File: config.mk
export PLATFORM = sky130hd
export DESIGN_NAME = dispatch_rename_flat
export DESIGN_NICKNAME = d
export VERILOG_FILES = /design/src/rtl/dispatch_pkg.sv /design/src/rtl/dispatch_rename_if.sv /design/src/rtl/reg_status_table.sv /design/src/rtl/dispatch_rename.sv /design/src/flat_wrapper.sv
export SDC_FILE = /design/constraint.sdc
export NUM_CORES = 1
export LEC_CHECK = 0
export CAP_MARGIN = 30
export CORE_MARGIN = 2
export CORE_UTILIZATION = 49
export DETAILED_ROUTE_END_ITERATION = 10
export PLACE_DENSITY = 0.68
export REMOVE_ABC_BUFFERS = 1
export SLEW_MARGIN = 0
export SYNTH_ARGS = -nofsm -noshare
export SYNTH_HDL_FRONTEND = slang
export SYNTH_SLANG_ARGS = --single-unit
File: constraint.sdc
create_clock -name clk -period 4.3 [get_ports clk]
set_input_delay 0.86 -clock clk [delete_from_list [all_inputs] [get_ports clk]]
set_output_delay 0.86 -clock clk [all_outputs]
set_load 0.01 [all_outputs]
File: src/rtl/dispatch_pkg.sv
`default_nettype none
// ============================================================================
// Module      : dispatch_pkg
// Description : Shared opcodes, instruction field positions and dispatch
//               state encodings for the dispatch/rename slice.
// Revision    : 1.0 - initial release
// ============================================================================
package dispatch_pkg;

    // Opcodes; anything else is consumed as a NOP
    localparam logic [3:0] OP_ADD  = 4'h0;
    localparam logic [3:0] OP_MOVI = 4'h8;
    localparam logic [3:0] OP_JMP  = 4'hC;
    localparam logic [3:0] OP_HALT = 4'hF;

    // Instruction field bit positions within the 16-bit instruction word
    localparam int OP_MSB = 15;
    localparam int OP_LSB = 12;
    localparam int RD_MSB = 11;
    localparam int RD_LSB = 8;
    localparam int RA_MSB = 7;
    localparam int RA_LSB = 4;
    localparam int RB_MSB = 3;
    localparam int RB_LSB = 0;

    // Dispatch state encodings
    localparam logic [1:0] ST_RUN      = 2'd0;
    localparam logic [1:0] ST_REDIRECT = 2'd1;
    localparam logic [1:0] ST_HALTED   = 2'd2;

endpackage
`default_nettype wire

File: src/rtl/dispatch_rename_if.sv
`default_nettype none
// ============================================================================
// Module      : dispatch_rename_if
// Description : Instruction-buffer, fetch-redirect, CDB, RS-release and
//               issue signals between dispatch and its neighbours.
// Revision    : 1.0 - initial release
// ============================================================================
interface dispatch_rename_if #(
    parameter int DATA_W = 16,
    parameter int TAG_W  = 2,
    parameter int IB_W   = 32
);
    logic              ib_empty;
    logic [IB_W-1:0]   ib_data;
    logic              ib_pop;
    logic              ib_flush;
    logic              branch_taken;
    logic [15:0]       branch_target;
    logic              cdb_valid;
    logic [TAG_W-1:0]  cdb_tag;
    logic [DATA_W-1:0] cdb_value;
    logic              rs_release;
    logic [TAG_W-1:0]  rs_release_slot;
    logic              iss_valid;
    logic [TAG_W-1:0]  iss_slot;
    logic [3:0]        iss_op;
    logic [3:0]        iss_rd;
    logic              iss_a_ready;
    logic              iss_b_ready;
    logic [TAG_W-1:0]  iss_a_tag;
    logic [TAG_W-1:0]  iss_b_tag;
    logic [DATA_W-1:0] iss_a_val;
    logic [DATA_W-1:0] iss_b_val;

    // Dispatch side
    modport master (
        input  ib_empty, ib_data, cdb_valid, cdb_tag, cdb_value,
               rs_release, rs_release_slot,
        output ib_pop, ib_flush, branch_taken, branch_target,
               iss_valid, iss_slot, iss_op, iss_rd, iss_a_ready, iss_b_ready,
               iss_a_tag, iss_b_tag, iss_a_val, iss_b_val
    );

    // Instruction buffer / RS array / CDB side
    modport slave (
        output ib_empty, ib_data, cdb_valid, cdb_tag, cdb_value,
               rs_release, rs_release_slot,
        input  ib_pop, ib_flush, branch_taken, branch_target,
               iss_valid, iss_slot, iss_op, iss_rd, iss_a_ready, iss_b_ready,
               iss_a_tag, iss_b_tag, iss_a_val, iss_b_val
    );
endinterface
`default_nettype wire

File: src/rtl/reg_status_table.sv
`default_nettype none
// ============================================================================
// Module      : reg_status_table
// Description : Per-register busy/tag/value table with two renaming read
//               ports (CDB bypass), a debug read port, one dispatch write
//               port and CDB wakeup. A dispatch write beats a same-cycle CDB
//               update of the same register.
// Revision    : 1.0 - initial release
// ============================================================================
module reg_status_table #(
    parameter int NREGS  = 16,
    parameter int DATA_W = 16,
    parameter int TAG_W  = 2
) (
    input  logic              clk,
    input  logic              rst,
    input  logic              i_cdb_valid,
    input  logic [TAG_W-1:0]  i_cdb_tag,
    input  logic [DATA_W-1:0] i_cdb_value,
    input  logic              i_wr_en,
    input  logic [3:0]        i_wr_idx,
    input  logic              i_wr_busy,
    input  logic [TAG_W-1:0]  i_wr_tag,
    input  logic [DATA_W-1:0] i_wr_val,
    input  logic [3:0]        i_rd_a_idx,
    input  logic [3:0]        i_rd_b_idx,
    input  logic [3:0]        i_dbg_idx,
    output logic              o_rd_a_ready,
    output logic [TAG_W-1:0]  o_rd_a_tag,
    output logic [DATA_W-1:0] o_rd_a_val,
    output logic              o_rd_b_ready,
    output logic [TAG_W-1:0]  o_rd_b_tag,
    output logic [DATA_W-1:0] o_rd_b_val,
    output logic              o_dbg_busy,
    output logic [DATA_W-1:0] o_dbg_val
);

    typedef struct packed {
        logic              ready;
        logic [TAG_W-1:0]  tag;
        logic [DATA_W-1:0] val;
    } rd_port_t;

    logic              r_busy [NREGS];
    logic [TAG_W-1:0]  r_tag  [NREGS];
    logic [DATA_W-1:0] r_val  [NREGS];

    // Out-of-range indices read as a ready zero; the safe index keeps the
    // array access in bounds while the ok flag masks the result.
    function automatic rd_port_t f_read(
        input logic              ok,
        input logic              busy,
        input logic [TAG_W-1:0]  tag,
        input logic [DATA_W-1:0] val,
        input logic              cdb_v,
        input logic [TAG_W-1:0]  cdb_t,
        input logic [DATA_W-1:0] cdb_val
    );
        rd_port_t res;
        res = '{ready: 1'b1, tag: '0, val: '0};
        if (ok) begin
            res.tag = tag;
            res.val = val;
            if (busy) begin
                if (cdb_v && cdb_t == tag) res.val = cdb_val;
                else                       res.ready = 1'b0;
            end
        end
        return res;
    endfunction

    logic       w_a_ok, w_b_ok, w_dbg_ok;
    logic [3:0] w_a_safe, w_b_safe, w_dbg_safe;
    rd_port_t   w_a, w_b;

    assign w_a_ok     = int'(i_rd_a_idx) < NREGS;
    assign w_b_ok     = int'(i_rd_b_idx) < NREGS;
    assign w_dbg_ok   = int'(i_dbg_idx)  < NREGS;
    assign w_a_safe   = w_a_ok   ? i_rd_a_idx : 4'd0;
    assign w_b_safe   = w_b_ok   ? i_rd_b_idx : 4'd0;
    assign w_dbg_safe = w_dbg_ok ? i_dbg_idx  : 4'd0;

    assign w_a = f_read(w_a_ok, r_busy[w_a_safe], r_tag[w_a_safe], r_val[w_a_safe],
                        i_cdb_valid, i_cdb_tag, i_cdb_value);
    assign w_b = f_read(w_b_ok, r_busy[w_b_safe], r_tag[w_b_safe], r_val[w_b_safe],
                        i_cdb_valid, i_cdb_tag, i_cdb_value);

    assign o_rd_a_ready = w_a.ready;
    assign o_rd_a_tag   = w_a.tag;
    assign o_rd_a_val   = w_a.val;
    assign o_rd_b_ready = w_b.ready;
    assign o_rd_b_tag   = w_b.tag;
    assign o_rd_b_val   = w_b.val;
    assign o_dbg_busy   = w_dbg_ok ? r_busy[w_dbg_safe] : 1'b0;
    assign o_dbg_val    = w_dbg_ok ? r_val[w_dbg_safe]  : '0;

    // Table update: dispatch write first (newest producer), else CDB wakeup
    always_ff @(posedge clk) begin
        if (rst) begin
            for (int i = 0; i < NREGS; i++) begin
                r_busy[i] <= 1'b0;
                r_tag[i]  <= '0;
                r_val[i]  <= '0;
            end
        end else begin
            for (int i = 0; i < NREGS; i++) begin
                if (i_wr_en && int'(i_wr_idx) == i) begin
                    r_busy[i] <= i_wr_busy;
                    r_tag[i]  <= i_wr_tag;
                    if (!i_wr_busy) r_val[i] <= i_wr_val;
                end else if (i_cdb_valid && r_busy[i] && r_tag[i] == i_cdb_tag) begin
                    r_busy[i] <= 1'b0;
                    r_val[i]  <= i_cdb_value;
                end
            end
        end
    end

endmodule
`default_nettype wire

File: src/rtl/dispatch_rename.sv
`default_nettype none
// ============================================================================
// Module      : dispatch_rename
// Description : Pops the show-ahead instruction buffer, renames sources via
//               the register status table, allocates RS slots, issues
//               operand packets, redirects fetch on JMP and stops on HALT.
// Revision    : 1.0 - initial release
// ============================================================================
module dispatch_rename
    import dispatch_pkg::*;
#(
    parameter int NREGS  = 16,
    parameter int DATA_W = 16,
    parameter int NUM_RS = 4,
    parameter int TAG_W  = 2,
    parameter int IB_W   = 32
) (
    input  logic              clk,
    input  logic              reset,
    dispatch_rename_if.master bus,
    output logic              halted,
    input  logic [3:0]        dbg_idx,
    output logic              dbg_busy,
    output logic [DATA_W-1:0] dbg_val
);

    logic [1:0]        r_state, w_state_nxt;
    logic [NUM_RS-1:0] r_alloc_mask;      // 1 = slot held by an in-flight op
    logic [NUM_RS-1:0] w_alloc_set, w_release_clr;
    logic              w_free_any;
    logic [TAG_W-1:0]  w_free_slot;

    logic [15:0] w_instr;
    logic        w_unused_pc;
    logic [3:0]  w_op, w_rd, w_ra, w_rb;
    logic        w_is_add, w_is_movi, w_is_jmp, w_is_halt, w_fire;

    logic              w_a_ready, w_b_ready;
    logic [TAG_W-1:0]  w_a_tag, w_b_tag;
    logic [DATA_W-1:0] w_a_val, w_b_val;

    logic              r_iss_valid, r_iss_a_ready, r_iss_b_ready;
    logic [TAG_W-1:0]  r_iss_slot, r_iss_a_tag, r_iss_b_tag;
    logic [3:0]        r_iss_op, r_iss_rd;
    logic [DATA_W-1:0] r_iss_a_val, r_iss_b_val;
    logic              r_branch_taken, r_ib_flush;
    logic [15:0]       r_branch_target;

    assign w_instr     = bus.ib_data[15:0];
    assign w_unused_pc = ^bus.ib_data[IB_W-1:16];
    assign w_op        = w_instr[OP_MSB:OP_LSB];
    assign w_rd        = w_instr[RD_MSB:RD_LSB];
    assign w_ra        = w_instr[RA_MSB:RA_LSB];
    assign w_rb        = w_instr[RB_MSB:RB_LSB];
    assign w_is_add    = (w_op == OP_ADD);
    assign w_is_movi   = (w_op == OP_MOVI);
    assign w_is_jmp    = (w_op == OP_JMP);
    assign w_is_halt   = (w_op == OP_HALT);

    // Lowest-index free slot from the mask registered at the start of cycle
    always_comb begin
        w_free_any  = 1'b0;
        w_free_slot = '0;
        for (int i = NUM_RS - 1; i >= 0; i--) begin
            if (!r_alloc_mask[i]) begin
                w_free_any  = 1'b1;
                w_free_slot = TAG_W'(i);
            end
        end
    end

    // Pop is suppressed during reset so every output reads zero then
    assign w_fire     = !reset && (r_state == ST_RUN) && !bus.ib_empty &&
                        (!w_is_add || w_free_any);
    assign bus.ib_pop = w_fire;

    assign w_alloc_set   = (w_fire && w_is_add) ? (NUM_RS'(1) << w_free_slot) : '0;
    assign w_release_clr = bus.rs_release ? (NUM_RS'(1) << bus.rs_release_slot) : '0;

    // Next-state: JMP detours through one REDIRECT cycle, HALT is sticky
    always_comb begin
        w_state_nxt = r_state;
        case (r_state)
            ST_RUN: begin
                if (w_fire && w_is_jmp)       w_state_nxt = ST_REDIRECT;
                else if (w_fire && w_is_halt) w_state_nxt = ST_HALTED;
            end
            ST_REDIRECT: w_state_nxt = ST_RUN;
            ST_HALTED:   w_state_nxt = ST_HALTED;
            default:     w_state_nxt = ST_RUN;
        endcase
    end

    // State register and RS slot occupancy
    always_ff @(posedge clk) begin
        if (reset) begin
            r_state      <= ST_RUN;
            r_alloc_mask <= '0;
        end else begin
            r_state      <= w_state_nxt;
            r_alloc_mask <= (r_alloc_mask & ~w_release_clr) | w_alloc_set;
        end
    end

    reg_status_table #(
        .NREGS  (NREGS),
        .DATA_W (DATA_W),
        .TAG_W  (TAG_W)
    ) u_rst (
        .clk          (clk),
        .rst          (reset),
        .i_cdb_valid  (bus.cdb_valid),
        .i_cdb_tag    (bus.cdb_tag),
        .i_cdb_value  (bus.cdb_value),
        .i_wr_en      (w_fire && (w_is_add || w_is_movi)),
        .i_wr_idx     (w_rd),
        .i_wr_busy    (w_is_add),
        .i_wr_tag     (w_free_slot),
        .i_wr_val     (DATA_W'(w_instr[7:0])),
        .i_rd_a_idx   (w_ra),
        .i_rd_b_idx   (w_rb),
        .i_dbg_idx    (dbg_idx),
        .o_rd_a_ready (w_a_ready),
        .o_rd_a_tag   (w_a_tag),
        .o_rd_a_val   (w_a_val),
        .o_rd_b_ready (w_b_ready),
        .o_rd_b_tag   (w_b_tag),
        .o_rd_b_val   (w_b_val),
        .o_dbg_busy   (dbg_busy),
        .o_dbg_val    (dbg_val)
    );

    // Issue packet and fetch redirect; issue fields hold between pulses
    always_ff @(posedge clk) begin
        if (reset) begin
            r_iss_valid     <= 1'b0;
            r_iss_slot      <= '0;
            r_iss_op        <= '0;
            r_iss_rd        <= '0;
            r_iss_a_ready   <= 1'b0;
            r_iss_b_ready   <= 1'b0;
            r_iss_a_tag     <= '0;
            r_iss_b_tag     <= '0;
            r_iss_a_val     <= '0;
            r_iss_b_val     <= '0;
            r_branch_taken  <= 1'b0;
            r_ib_flush      <= 1'b0;
            r_branch_target <= '0;
        end else begin
            r_iss_valid    <= w_fire && w_is_add;
            r_branch_taken <= w_fire && w_is_jmp;
            r_ib_flush     <= w_fire && w_is_jmp;
            if (w_fire && w_is_jmp) r_branch_target <= {4'd0, w_instr[11:0]};
            if (w_fire && w_is_add) begin
                r_iss_slot    <= w_free_slot;
                r_iss_op      <= w_op;
                r_iss_rd      <= w_rd;
                r_iss_a_ready <= w_a_ready;
                r_iss_b_ready <= w_b_ready;
                r_iss_a_tag   <= w_a_tag;
                r_iss_b_tag   <= w_b_tag;
                r_iss_a_val   <= w_a_val;
                r_iss_b_val   <= w_b_val;
            end
        end
    end

    assign bus.iss_valid     = r_iss_valid;
    assign bus.iss_slot      = r_iss_slot;
    assign bus.iss_op        = r_iss_op;
    assign bus.iss_rd        = r_iss_rd;
    assign bus.iss_a_ready   = r_iss_a_ready;
    assign bus.iss_b_ready   = r_iss_b_ready;
    assign bus.iss_a_tag     = r_iss_a_tag;
    assign bus.iss_b_tag     = r_iss_b_tag;
    assign bus.iss_a_val     = r_iss_a_val;
    assign bus.iss_b_val     = r_iss_b_val;
    assign bus.branch_taken  = r_branch_taken;
    assign bus.ib_flush      = r_ib_flush;
    assign bus.branch_target = r_branch_target;
    assign halted            = (r_state == ST_HALTED);

endmodule
`default_nettype wire

File: src/flat_wrapper.sv
// flat-port wrapper written by rule: the top's interface ports become plain ports
module dispatch_rename_flat import dispatch_pkg::*;
#(
    parameter int NREGS  = 16,
    parameter int DATA_W = 16,
    parameter int NUM_RS = 4,
    parameter int TAG_W  = 2,
    parameter int IB_W   = 32
)
  (clk, reset, halted, dbg_idx, dbg_busy, dbg_val, bus_ib_empty, bus_ib_data, bus_cdb_valid, bus_cdb_tag, bus_cdb_value, bus_rs_release, bus_rs_release_slot, bus_ib_pop, bus_ib_flush, bus_branch_taken, bus_branch_target, bus_iss_valid, bus_iss_slot, bus_iss_op, bus_iss_rd, bus_iss_a_ready, bus_iss_b_ready, bus_iss_a_tag, bus_iss_b_tag, bus_iss_a_val, bus_iss_b_val);
  dispatch_rename_if #(.DATA_W(DATA_W), .TAG_W(TAG_W), .IB_W(IB_W)) bus_i ();
  input  logic clk;
  input  logic reset;
  output logic halted;
  input  logic [3:0] dbg_idx;
  output logic dbg_busy;
  output logic [DATA_W-1:0] dbg_val;
  input wire logic [$bits(bus_i.ib_empty)-1:0] bus_ib_empty;
  input wire logic [$bits(bus_i.ib_data)-1:0] bus_ib_data;
  input wire logic [$bits(bus_i.cdb_valid)-1:0] bus_cdb_valid;
  input wire logic [$bits(bus_i.cdb_tag)-1:0] bus_cdb_tag;
  input wire logic [$bits(bus_i.cdb_value)-1:0] bus_cdb_value;
  input wire logic [$bits(bus_i.rs_release)-1:0] bus_rs_release;
  input wire logic [$bits(bus_i.rs_release_slot)-1:0] bus_rs_release_slot;
  output wire logic [$bits(bus_i.ib_pop)-1:0] bus_ib_pop;
  output wire logic [$bits(bus_i.ib_flush)-1:0] bus_ib_flush;
  output wire logic [$bits(bus_i.branch_taken)-1:0] bus_branch_taken;
  output wire logic [$bits(bus_i.branch_target)-1:0] bus_branch_target;
  output wire logic [$bits(bus_i.iss_valid)-1:0] bus_iss_valid;
  output wire logic [$bits(bus_i.iss_slot)-1:0] bus_iss_slot;
  output wire logic [$bits(bus_i.iss_op)-1:0] bus_iss_op;
  output wire logic [$bits(bus_i.iss_rd)-1:0] bus_iss_rd;
  output wire logic [$bits(bus_i.iss_a_ready)-1:0] bus_iss_a_ready;
  output wire logic [$bits(bus_i.iss_b_ready)-1:0] bus_iss_b_ready;
  output wire logic [$bits(bus_i.iss_a_tag)-1:0] bus_iss_a_tag;
  output wire logic [$bits(bus_i.iss_b_tag)-1:0] bus_iss_b_tag;
  output wire logic [$bits(bus_i.iss_a_val)-1:0] bus_iss_a_val;
  output wire logic [$bits(bus_i.iss_b_val)-1:0] bus_iss_b_val;
  assign bus_i.ib_empty = bus_ib_empty;
  assign bus_i.ib_data = bus_ib_data;
  assign bus_i.cdb_valid = bus_cdb_valid;
  assign bus_i.cdb_tag = bus_cdb_tag;
  assign bus_i.cdb_value = bus_cdb_value;
  assign bus_i.rs_release = bus_rs_release;
  assign bus_i.rs_release_slot = bus_rs_release_slot;
  assign bus_ib_pop = bus_i.ib_pop;
  assign bus_ib_flush = bus_i.ib_flush;
  assign bus_branch_taken = bus_i.branch_taken;
  assign bus_branch_target = bus_i.branch_target;
  assign bus_iss_valid = bus_i.iss_valid;
  assign bus_iss_slot = bus_i.iss_slot;
  assign bus_iss_op = bus_i.iss_op;
  assign bus_iss_rd = bus_i.iss_rd;
  assign bus_iss_a_ready = bus_i.iss_a_ready;
  assign bus_iss_b_ready = bus_i.iss_b_ready;
  assign bus_iss_a_tag = bus_i.iss_a_tag;
  assign bus_iss_b_tag = bus_i.iss_b_tag;
  assign bus_iss_a_val = bus_i.iss_a_val;
  assign bus_iss_b_val = bus_i.iss_b_val;
  dispatch_rename #(.NREGS(NREGS), .DATA_W(DATA_W), .NUM_RS(NUM_RS), .TAG_W(TAG_W), .IB_W(IB_W)) u_core (.clk(clk), .reset(reset), .bus(bus_i), .halted(halted), .dbg_idx(dbg_idx), .dbg_busy(dbg_busy), .dbg_val(dbg_val));
endmodule
# After elaboration in Yosys (flattened, before gate mapping)
# Memory sizes are Yosys's and may differ from the RTL's.
# Cells that the tools add are included.
dict set report classes {
  n_shift 2
  n_reduce_logical 65
  n_eq_ne 38
  n_bitwise 83
  muxes 264
}
# operator n
set ops {}
lappend ops {{$mux 16} 36}
lappend ops {{$mux 1} 203}
lappend ops {{$or 1x1->1} 80}
lappend ops {{$logic_and 1x1->1} 57}
lappend ops {{$eq 4x4->1 const B} 11}
lappend ops {{$mux 2} 22}
lappend ops {{$eq 2x2->1} 18}
lappend ops {{$eq 4x3->1 const B} 4}
lappend ops {{$eq 4x2->1 const B} 2}
lappend ops {{$logic_not 4->1} 2}
lappend ops {{$mux 4} 2}
lappend ops {{$shl 1x2->4 const A} 2}
lappend ops {{$and 4x4->4} 1}
lappend ops {{$eq 4x1->1 const B} 1}
lappend ops {{$not 4->4} 1}
lappend ops {{$or 4x4->4} 1}
lappend ops {{$pmux 2 s2} 1}
lappend ops {{$logic_not 1->1} 3}
lappend ops {{$ne 3x3->1 const B} 1}
lappend ops {{$eq 2x2->1 const B} 1}
lappend ops {{$logic_not 2->1} 1}
lappend ops {{$logic_or 1x1->1} 2}
dict set report word_totals {
  ramBits 304
  out_inout_bits 86
  register_bits 68
  n_memories 3
  input_bits 61
}
# name depth word_bits read_ports rd_ports_with_merged_regs wr line
set mem_list {}
lappend mem_list {u_core.u_rst.r_val 16 16 3 0 16 reg_status_table.sv:46} ;# logic [DATA_W-1:0] r_val [NREGS];
lappend mem_list {u_core.u_rst.r_tag 16 2 18 0 16 reg_status_table.sv:45} ;# logic [TAG_W-1:0] r_tag [NREGS];
lappend mem_list {u_core.u_rst.r_busy 16 1 19 0 16 reg_status_table.sv:44} ;# logic r_busy [NREGS];

# Logic depth before layout (Yosys ltp)
dict set report depth {
  depth_word 13
  ltp_mapped 10
  depth_no_buf 7
}

# Modules after synthesis
# From an unflattened synthesis, not the netlist that was laid out.
dict set report unflattened {
  cells_unflattened 1687
  area_unflattened_um2 23407.4
}
# mod instances cells_per_inst area_each_um2 seq_area_each_um2
set modules_own_cells {}
lappend modules_own_cells {reg_status_table 1 1404 20548.5 9128.8}
lappend modules_own_cells {dispatch_rename 1 283 2859.0 1361.3}

# Least setup slack after synthesis
# No wires, ideal clock.
dict set report synth_timing {
  path_type {input to register}
  from {input bus_ib_data[12]}
  to {memory u_core.u_rst.r_val[7][0] (enable)}
  setup_slack_ps 373
  n_path_buf 1
  cell_stages 6
  arrival_time_ps 3513
  path_cell_list {nor3_1 -> o2111ai_1 -> nor2_1 -> clkbuf_1 -> or3_1 -> a21boi_0}
}
# element line
set synth_lines {}
lappend synth_lines {{start: declaration} flat_wrapper.sv:19} ;# input wire logic [$bits(bus_i.ib_data)-1:0] bus_ib_data;
lappend synth_lines {{end: declaration} reg_status_table.sv:46}

# Final worst setup path
dict set report layout_timing {
  from {input dbg_idx[1]}
  to {output dbg_val[0]}
}
dict set report layout_via {
  elab_chain_len 1
}
# element line
set layout_rtl {}
lappend layout_rtl {{start: declaration} flat_wrapper.sv:15} ;# input logic [3:0] dbg_idx;
lappend layout_rtl {{$mem_v2 16x16} n/a}
lappend layout_rtl {{end: declaration} flat_wrapper.sv:17} ;# output logic [DATA_W-1:0] dbg_val;
# Every way passes these cells.

==> reports/summary.txt <==
DRC violations left - 0
Post-cts resize count - 0
Hpwl dp - 46000 um
Seq pwr share - 45.8%
Post-DRT Antenna Nets - 0
Tcrit/Tclk final - 88.3%
Maximum buffer depth of the clock tree - 3
Crit-path leading delay family - buffers and inverters
Hold_ws - 460 ps
Seq cells post-synth - 372
VDD IR max - 237 uV
DR vias - 16100
Top cell by count, worst path - mux4_2
Hold Fails Final Rpt - 0
Worst R2R Path Depth - 7
CTS tree - built
Via/cell ratio - 6.81
H-tree depth - 2
Slowest CP cell - mux4_2
Hold Startpoint - u_core.bus.iss_rd[3]
Filler Cell Count - 3611
Cts hold-fix bufs - 0
CP peak stage delay - 560 ps
Max Clk Rate - 263 MHz
Layout net count - 1795
PD cells - 348 nW/um2
Die boundary width - 218 um
Setup TNS - 0 ps
Fin crit period - 3800 ps
Power, Total - 9.10 mW
Leakage - 9.28 nW
Psw - 2.30 mW
Wl on met1 - 26400 um
Cells along the critical path - buf_2, buf_12, mux4_2, mux4_2, clkdlybuf4s50_1
WS Path Type - in -> out
Die H - 218 um
Routed wl met3 - 8430 um
Max FO, Critical Path - 38
Slew headroom - 36.0%
Skew final - 22.9 ps
Postcts setup bufs - 0
Dpl cell area - 24800 um2
Clock power share - 39.4%
Worst min path class - reg -> reg
Worst Path Buf+Inv - 3
Top_reg_cell synth - edfxtp_1
Clk sinks - 372
Worst reg2reg path startpoint - u_core.r_alloc_mask[3]
Worst hold path cell count - 2
Net switching fraction of the power - 25.3%
DR top layer - met5
Combinational share of power - 14.7%
Status - complete, no violations
Metal2 WL - 34600 um
CP required - 3440 ps
Root Buffer - clkbuf_16
Synth Cell Area - 22500 um2
Die area - 47700 um2
Gr ovfl total - 0
Core Area - 45400 um2
Clock latency on the worst-skew pair - 580 ps
Initial antenna violation count - 6
Setup crit start - dbg_idx[1]
Crit start category - input port
Area grow syn2layout - 16.0%
Final setup vio count - 0
Drt wl/cell - 30.9 um
Worst path depth - 5
Largest net degree at the start of global routing - 78
Cts bufs inserted - 42
Routability cong. - 0.881
Slew @ Worst Pin - 957 ps
Placed Instances - 2289
Pre-CTS setup slack - 503 ps
Final Core Density - 57.6%
Crit path DAT - 2940 ps
Vias in the first global route - 16200
Overall routing resource usage - 31.3%
RSZ-0062 raised after global routing - no
Sequential fraction of the synthesis area - 46.6%
Max-slew violations - 0
Number of synthesized flops with an enable pin - 304
Row count - 78
Ys async rst share - 0%
YS warnings - 0
Most frequent cells in the layout - 304 x edfxtp_1, 264 x mux4_2, 205 x nor2_1
Post-Layout Cell Count - 2369
Netlist cell types - 61
Synth Instances - 1642
Most common cell after layout, fill and taps aside - edfxtp_1
Buffers on Ports - 126
Share of layout cells above drive strength 1 - 28.6%
Initial drt markers - 2040
Clock Pin Slew Worst Setup and Hold Paths - 60 ps
Pre-antenna DRT Iters - 6
Top-Level Pins - 147
Internal - 6.80 mW
First-pass GRT wire length - 107000 um
Post-route cell area - 26100 um2
Max-cap violations - 0
Post-Route WL - 73100 um
Syn avg cell area - 13.7 um2
Post-route worst setup slack - 504 ps
Endpoint type of the worst setup path - primary output
Starting Density - 49.6%
==> worst reg2reg max path, cell delays in order (launching register included) <==
cell and delay, ps:
dfxtp_1 420, nand4_1 300, o2111ai_1 400, nor2_1 200
nor3b_2 540, buf_4 410, mux2i_1 250, nor2_1 60
==> cells in the mapped netlist, types with 2 or more instances <==
cell type    n  share of area [%]
nor4bb_1     2              0.089
o21a_1       2              0.067
nor4_2       3               0.17
mux2_4       2               0.13
o211ai_1     2              0.067
or2_2       11               0.31
a32o_1      16               0.71
xnor2_1     15               0.58
nor3_1      26               0.58
mux2_1       7               0.35
buf_1       34               0.57
o221a_2     22                1.1
nand2_1     72                1.2
a21boi_0     7               0.23
a31o_2       2              0.078
o221a_1     10               0.50
nand4_1     10               0.28
buf_6        3               0.15
mux2_2       7               0.35
and2_1     129                3.6
nor2_1     207                3.5
nor3b_1     17               0.57
edfxtp_1   304                 41
inv_1       12               0.20
clkbuf_1   107                1.8
nand3b_1     2              0.067
nand3_1      4              0.089
o21ai_0     28               0.62
a22o_1      16               0.62
o2111ai_1    4               0.16
a21oi_1     18               0.40
mux2i_1     90                4.0
or3_1        7               0.19
nor2b_1     10               0.28
a311oi_1     4               0.16
dfxtp_1     68                6.0
mux4_2     264                 26
a211oi_1     3               0.10
a2bb2o_1     7               0.31
nand2b_1    17               0.47
xor2_1      19               0.74
buf_2       26               0.58
buf_4        8               0.27
==> final cells by class <==
type	instances	area, um2	share of cell area [%]
multi-input cells	1082	11400	43.5
flip-flops and latches	372	10500	40.2
repair buffers	224	2130	8.17
clock buffers	57	1180	4.51
well taps	600	751	2.87
clock inverters	20	168	0.642
inverters	12	45.0	0.172
diodes	2	5.00	0.0192
==> final timing paths <==
kind / end / slack (ps)
worst max-delay path: dbg_val[0] / 500
worst min-delay path: u_core.bus.iss_rd[3] / 460
worst max register to register: u_core.u_rst.r_val[5][1] / 1460
worst min register to register: u_core.bus.iss_rd[3] / 460
==> flip-flops by register name, summed over array words and instances, names as in the netlist, 4 cells and up <==
name,count
u_core.u_rst.r_val,256
u_core.u_rst.r_tag,32
u_core.bus.iss_a_val,16
u_core.bus.iss_b_val,16
u_core.u_rst.r_busy,16
u_core.bus.branch_target,12
u_core.bus.iss_op,4
u_core.bus.iss_rd,4
u_core.r_alloc_mask,4
==> routing by layer <==
layer / vias to the layer above / GRT usage (%)
li1: 6592 / -
met1: 8182 / 41.6
met2: 1116 / 49.7
met3: 248 / 6.97
met4: 6 / 13.6
met5: - / 0
==> cell families (layout without fill, tap and decap cells) <==
| family | Yosys count | count (layout) | share of synthesized area [%] |
|---|---|---|---|
| AOI/OAI and AO/OA | 150 | 150 | 5.59 |
| other | 1 | 6 | 0.0167 |
| and+or+nand+nor | 524 | 524 | 11.6 |
| DFF | 372 | 372 | 46.6 |
| xor gates and xnor gates | 34 | 34 | 1.32 |
| buffers and inverters | 191 | 313 | 3.61 |
| muxes | 370 | 370 | 31.2 |
==> power groups by stage <==
stage | clock (mW) | combinational (mW) | sequential [mW]
3_5_place_dp | 0 | 1.32 | 4.24
4_1_cts | 3.62 | 1.33 | 4.17
2_1_floorplan | 0 | 0.686 | 4.21
5_1_grt | 3.76 | 1.40 | 4.19
3_3_place_gp | 0 | 1.31 | 4.22
6_report | 3.59 | 1.34 | 4.17
Note: power is estimated with default switching activity, not from simulation.
